--- src/rtl/fp_round_pipe_if.sv ---
// rtl/fp_round_pipe_if.sv - handshake bundle for the FP significand rounder
interface fp_round_pipe_if #(
  parameter int PROD_W = 48,
  parameter int MANT_W = 23,
  parameter int EXP_W  = 8
);
  logic              in_valid;
  logic              in_ready;
  logic              in_sign;
  logic [EXP_W-1:0]  in_exp;
  logic [PROD_W-1:0] in_prod;
  logic [1:0]        in_rmode;
  logic              out_valid;
  logic              out_ready;
  logic              out_sign;
  logic [EXP_W-1:0]  out_exp;
  logic [MANT_W-1:0] out_mant;
  logic              out_inexact;
  logic              out_ovf;

  modport master (
    output in_valid, in_sign, in_exp, in_prod, in_rmode, out_ready,
    input  in_ready, out_valid, out_sign, out_exp, out_mant, out_inexact, out_ovf
  );

  modport slave (
    input  in_valid, in_sign, in_exp, in_prod, in_rmode, out_ready,
    output in_ready, out_valid, out_sign, out_exp, out_mant, out_inexact, out_ovf
  );
endinterface

--- src/rtl/fp_round_pipe.sv ---
// rtl/fp_round_pipe.sv - 2-stage valid/ready rounder for the FP multiplier datapath
module fp_round_pipe #(
  parameter int PROD_W = 48,
  parameter int MANT_W = 23,
  parameter int EXP_W  = 8
) (
  input logic           clk,
  input logic           rst,
  fp_round_pipe_if.slave bus
);
  localparam int GI = PROD_W - 2 - MANT_W;

  logic [MANT_W-1:0] m;
  logic              g, r, s, special, inc, inexact;
  logic              unused_hidden;

  assign m             = bus.in_prod[PROD_W-2 -: MANT_W];
  assign g             = bus.in_prod[GI];
  assign r             = bus.in_prod[GI-1];
  assign unused_hidden = bus.in_prod[PROD_W-1];
  assign special       = &bus.in_exp;

  generate
    if (GI >= 2) begin : g_sticky
      assign s = |bus.in_prod[GI-2:0];
    end else begin : g_no_sticky
      assign s = 1'b0;
    end
  endgenerate

  assign inexact = (g | r | s) & ~special;

  always_comb begin
    inc = 1'b0;
    case (bus.in_rmode)
      2'd0:    inc = g & (r | s | m[0]);
      2'd1:    inc = 1'b0;
      2'd2:    inc = (g | r | s) & ~bus.in_sign;
      default: inc = (g | r | s) & bus.in_sign;
    endcase
    if (special) inc = 1'b0;
  end

  logic              s1_v, s1_sign, s1_inc, s1_inexact, s1_special;
  logic [EXP_W-1:0]  s1_exp;
  logic [MANT_W-1:0] s1_m;

  logic              s2_v, s2_sign, s2_inexact, s2_ovf;
  logic [EXP_W-1:0]  s2_exp;
  logic [MANT_W-1:0] s2_mant;

  logic s2_adv, s1_adv;
  assign s2_adv       = ~s2_v | bus.out_ready;
  assign s1_adv       = ~s1_v | s2_adv;
  assign bus.in_ready = ~rst & s1_adv;

  logic [MANT_W:0]   sum;
  logic [EXP_W-1:0]  exp_p1;
  logic              carry;
  assign sum    = {1'b0, s1_m} + {{MANT_W{1'b0}}, s1_inc};
  assign exp_p1 = s1_exp + {{(EXP_W-1){1'b0}}, 1'b1};
  assign carry  = sum[MANT_W] & ~s1_special;

  always_ff @(posedge clk) begin
    if (rst) begin
      s1_v       <= 1'b0;
      s1_sign    <= 1'b0;
      s1_exp     <= '0;
      s1_m       <= '0;
      s1_inc     <= 1'b0;
      s1_inexact <= 1'b0;
      s1_special <= 1'b0;
      s2_v       <= 1'b0;
      s2_sign    <= 1'b0;
      s2_exp     <= '0;
      s2_mant    <= '0;
      s2_inexact <= 1'b0;
      s2_ovf     <= 1'b0;
    end else begin
      if (s2_adv) begin
        s2_v <= s1_v;
        if (s1_v) begin
          s2_sign    <= s1_sign;
          s2_inexact <= s1_inexact;
          // Mantissa wrap on carry renormalises to 1.0; all-ones exponent means infinity.
          s2_mant    <= carry ? '0 : sum[MANT_W-1:0];
          s2_exp     <= carry ? exp_p1 : s1_exp;
          s2_ovf     <= carry & (&exp_p1);
        end
      end
      if (s1_adv) begin
        s1_v <= bus.in_valid;
        if (bus.in_valid) begin
          s1_sign    <= bus.in_sign;
          s1_exp     <= bus.in_exp;
          s1_m       <= m;
          s1_inc     <= inc;
          s1_inexact <= inexact;
          s1_special <= special;
        end
      end
    end
  end

  assign bus.out_valid   = s2_v;
  assign bus.out_sign    = s2_sign;
  assign bus.out_exp     = s2_exp;
  assign bus.out_mant    = s2_mant;
  assign bus.out_inexact = s2_inexact;
  assign bus.out_ovf     = s2_ovf;
endmodule

--- src/flat_wrapper.sv ---
// flat-port wrapper written by rule: the top's interface ports become plain ports
module fp_round_pipe_flat 
#(
  parameter int PROD_W = 48,
  parameter int MANT_W = 23,
  parameter int EXP_W  = 8
)
  (clk, rst, bus_in_valid, bus_in_sign, bus_in_exp, bus_in_prod, bus_in_rmode, bus_out_ready, bus_in_ready, bus_out_valid, bus_out_sign, bus_out_exp, bus_out_mant, bus_out_inexact, bus_out_ovf);
  fp_round_pipe_if #(.PROD_W(PROD_W), .MANT_W(MANT_W), .EXP_W(EXP_W)) bus_i ();
  input logic clk;
  input logic rst;
  input wire logic [$bits(bus_i.in_valid)-1:0] bus_in_valid;
  input wire logic [$bits(bus_i.in_sign)-1:0] bus_in_sign;
  input wire logic [$bits(bus_i.in_exp)-1:0] bus_in_exp;
  input wire logic [$bits(bus_i.in_prod)-1:0] bus_in_prod;
  input wire logic [$bits(bus_i.in_rmode)-1:0] bus_in_rmode;
  input wire logic [$bits(bus_i.out_ready)-1:0] bus_out_ready;
  output wire logic [$bits(bus_i.in_ready)-1:0] bus_in_ready;
  output wire logic [$bits(bus_i.out_valid)-1:0] bus_out_valid;
  output wire logic [$bits(bus_i.out_sign)-1:0] bus_out_sign;
  output wire logic [$bits(bus_i.out_exp)-1:0] bus_out_exp;
  output wire logic [$bits(bus_i.out_mant)-1:0] bus_out_mant;
  output wire logic [$bits(bus_i.out_inexact)-1:0] bus_out_inexact;
  output wire logic [$bits(bus_i.out_ovf)-1:0] bus_out_ovf;
  assign bus_i.in_valid = bus_in_valid;
  assign bus_i.in_sign = bus_in_sign;
  assign bus_i.in_exp = bus_in_exp;
  assign bus_i.in_prod = bus_in_prod;
  assign bus_i.in_rmode = bus_in_rmode;
  assign bus_i.out_ready = bus_out_ready;
  assign bus_in_ready = bus_i.in_ready;
  assign bus_out_valid = bus_i.out_valid;
  assign bus_out_sign = bus_i.out_sign;
  assign bus_out_exp = bus_i.out_exp;
  assign bus_out_mant = bus_i.out_mant;
  assign bus_out_inexact = bus_i.out_inexact;
  assign bus_out_ovf = bus_i.out_ovf;
  fp_round_pipe #(.PROD_W(PROD_W), .MANT_W(MANT_W), .EXP_W(EXP_W)) u_core (.clk(clk), .rst(rst), .bus(bus_i));
endmodule
--- config.mk ---
export PLATFORM = sky130hd
export DESIGN_NAME = fp_round_pipe_flat
export DESIGN_NICKNAME = d
export VERILOG_FILES = /design/src/rtl/fp_round_pipe_if.sv /design/src/rtl/fp_round_pipe.sv /design/src/flat_wrapper.sv
export SDC_FILE = /design/constraint.sdc
export NUM_CORES = 1
export LEC_CHECK = 0
export ABC_AREA = 1
export BUFFER_PORTS_ARGS = -buffer_cell sky130_fd_sc_hd__buf_2
export CAP_MARGIN = 20
export CORE_ASPECT_RATIO = 1.5
export CORE_MARGIN = 1
export CORE_UTILIZATION = 45
export DETAILED_ROUTE_END_ITERATION = 8
export PLACE_DENSITY = 0.68
export REMOVE_ABC_BUFFERS = 1
export SKIP_LAST_GASP = 1
export SLEW_MARGIN = 20
export SYNTH_ARGS = -nofsm -noshare
export SYNTH_HDL_FRONTEND = slang
export SYNTH_SLANG_ARGS = --single-unit
--- constraint.sdc ---
create_clock -name clk -period 2 [get_ports clk]
set_input_delay 0.4 -clock clk [delete_from_list [all_inputs] [get_ports clk]]
set_output_delay 0.4 -clock clk [all_outputs]
set_load 0.01 [all_outputs]
==> results.cfg <==
[run_status]
status = complete, no violations

[timing]
period_share_pct = 90.82
relSlewSlack_pct = 66.12
final-hold-violation-count = 0
fin_worst_skew_ns = 0.007806
rsz0062_at_grt = true
setup_tns_ns = 0
setup_viol = 0
max_clock_freq_ghz = 0.5505
slew_violations = 0
fin_crit_ns = 1.816
worstMarginPinSlew_ns = 0.5070

[power_and_ir_drop]
seqPwrFrac_pct = 42.4
p_sw_share_pct = 23.68
ir_worst_vdd_uv = 521.8
power.density_nw_per_um2 = 826.4
p_int_w = 0.002820
p_leak_nw = 2.044
pwr-share-comb_pct = 10.9
switchingPower_w = 0.0008752
pwr-share-clk_pct = 46.7

[drt]
drc = 0
routed_wl_mm = 8.981
drt.antenna.violating_nets = 0
drt_iter0_markers = 136
wl_per_cell_um = 12.51
num_vias = 3572
via_per_inst = 4.975
drtPass1Iterations = 6

[synth]
synth_ff_type = dfxtp_1
synth_area_leaders = dfxtp_1 40%, nand2_1 12%, nor2_1 9.6%
ys_seq_area_share_pct = 40.10
yosysWarningCount = 0
avgSynthCellArea_um2 = 6.896
synth_top_area_cell = dfxtp_1
synthTopCellsByCount = 111 x nand2_1, 91 x nor2_1, 71 x dfxtp_1
synth_top_area_share_pct = 40.10
synth_cell_type_count = 31
syn_inst = 514
yosysMostFrequentCell = nand2_1
async_flop_share_pct = 0
synth-seq-cells = 71
synth_edf_count = 0
synth_area_um2 = 3545

[layout]
drive_gt1_share_pct = 24.03
antenna_cells = 0
final_net_count = 678
area_growth_pct = 26.16
final_core_util_pct = 58.74

[grt]
overflow = 0
grt_max_degree = 33
track_usage_pct = 23.76
grt_pass1_vias = 3386
antenna_found_initial = 0
grt_pass1_wl_mm = 15.00

[die]
dieHeight_um = 110.7
die_width_um = 74.47
fp.coreArea_um2 = 7612
top_level_ports = 99
num_rows = 39
die_area_um2 = 8243
initial_core_util_pct = 46.56

[clock_tree]
cts.sinks = 71
cts_tree = done
clockBufferDepth = 2
cts_buffers = 9
cts_hold_buf = 0
cts_setup_buffers = 0
cts_max_level = 3
cts-root-buf = clkbuf_16
clkTransAtPathRegs_ns = 0.06
clk-insertion-delay-late_ns = 0.33

[placed_design]
io_buffers = 97
dp_hpwl_mm = 6.539
place.gp.congestion = 0.8635

[worst_setup_path]
endpoint_kind = flop
cp_max_fo = 6
crit_top_cell = ha_1
crit_type = flop to flop
critPathTopFamily = simple AND/OR/NAND/NOR gates
ff2ff_setup_slack_ns = 0.18
critPathRequiredTime_ns = 2.26
cp.arrival_ns = 2.07
path_cells = ha_1 > ha_1 > nand2_1 > nor2_4 > nand4_1 > o21ai_0 > nand3_1 > a21oi_1
slowest_delay_ns = 0.33
start_kind = flop
worst_path_max_delay_cell = dfxtp_1
path_buf_inv = 0

[job]
cap_violations = 0

[hold_path]
worstHoldPathType = input pin to flop
flip-flops by register name, summed over array words and instances, names as in the netlist:
name	cells
u_core.s1_inexact	1
u_core.bus.out_exp	8
u_core.s1_m	23
u_core.bus.out_mant	23
u_core.bus.out_ovf	1
u_core.s1_special	1
u_core.s1_v	1
u_core.bus.out_sign	1
u_core.s1_exp	8
u_core.s1_inc	1
u_core.bus.out_inexact	1
u_core.bus.out_valid	1
u_core.s1_sign	1
cell type report:
cell class	instances	area [um^2]
fillers	781	3141
multi-input cells	381	1883
flip-flops and latches	71	1421
repair buffers	107	560.5
clock buffers	13	260.3
inverters	41	153.9
well taps	102	127.6
clock inverters	3	65.06
worst reg2reg max path, cell delays in order, from the launching register on:
cell     delay, ns
dfxtp_1       0.33
ha_1          0.21
ha_1          0.17
nand2_1       0.14
nor2_4        0.20
nand4_1       0.23
o21ai_0       0.22
nand3_1       0.09
a21oi_1       0.15
power groups by stage:
stage	combinational (W)	sequential (W)	clock [W]
final	0.000404	0.00157	0.00173
after global routing	0.000463	0.00157	0.00182
after CTS	0.000407	0.00156	0.00175
after detailed placement	0.000405	0.00159	0
after global placement	0.000398	0.00159	0
after floorplan	0.000214	0.00159	0
placed cells by master (no fill, tap or decap):
cell type  netlist  routed
nand2_1        111     111
buf_2            4      97
nor2_1          91      91
dfxtp_1         71      71
a21oi_1         50      50
o21ai_0         43      43
inv_1           41      41
nand3_1         27      26
buf_4            0      10
clkbuf_16        0       9
nand4_1          8       8
xor2_1           8       8
nand2_2          5       5
nor2_4           5       5
nor3_1           5       5
or2_2            4       4
nand3_2          3       4
ha_1             4       4
nand3_4          2       2
nor2_2           2       2
xnor2_1          2       2
o21ai_1          2       2
clkbuf_1        16       2
clkbuf_8         0       2
bufinv_16        0       2
nor2_8           1       1
nand4_4          1       1
nand3b_2         1       1
a21oi_2          1       1
nor3_4           1       1
nor4_1           1       1
o2111ai_1        1       1
nand3b_1         1       1
or2_1            1       1
clkinv_2         0       1
timing repair:
action / CTS / global route
endpoints found under the setup margin: 0 / 2
resized for setup: 0 / 1
endpoints found under the hold margin: 0 / 0
through the flow:
step | instances | hold WS (ns) | setup WS (ns) | instance area, um^2 | power [W]
global placement | 702 | 0.4496 | 0.2043 | 4141 | 0.001988
floorplan | 493 | 0.4361 | -0.09504 | 3453 | 0.001806
finish | 718 | 0.3260 | 0.1836 | 4472 | 0.003696
global route | 718 | 0.3317 | -0.003028 | 4472 | 0.003854
CTS | 718 | 0.3284 | 0.1567 | 4467 | 0.003721
detailed placement | 702 | 0.4520 | 0.1637 | 4141 | 0.001997
cell families after synthesis:
kind of cell,synth area share (%)
AOI/OAI and AO/OA,13.91
DFF,40.10
and+or+nand+nor,35.19
xor gates and xnor gates,2.471
buffers and inverters,6.919
adders and majority gates,1.412
per-layer routing:
metal  up-vias  share of wire (%)  global-route usage, %
met5         -                  0                      0
met4         0                1.8                  9.434
met3         9                5.5                  5.091
met2        99                 53                  41.86
met1      1612                 40                  26.74
li1       1852                  -                      -
worst paths after layout:
| kind | start | to | depth (start not counted) |
|---|---|---|---|
| max | u_core.s1_m[0] | u_core.bus.out_mant[20] | 8 |
| min | bus_in_prod[26] | u_core.s1_m[2] | 3 |
| max reg2reg | u_core.s1_m[0] | u_core.bus.out_mant[20] | 8 |
| min reg2reg | u_core.bus.out_mant[9] | u_core.bus.out_mant[9] | 2 |
No activity file was read; power rests on OpenSTA's default activity.
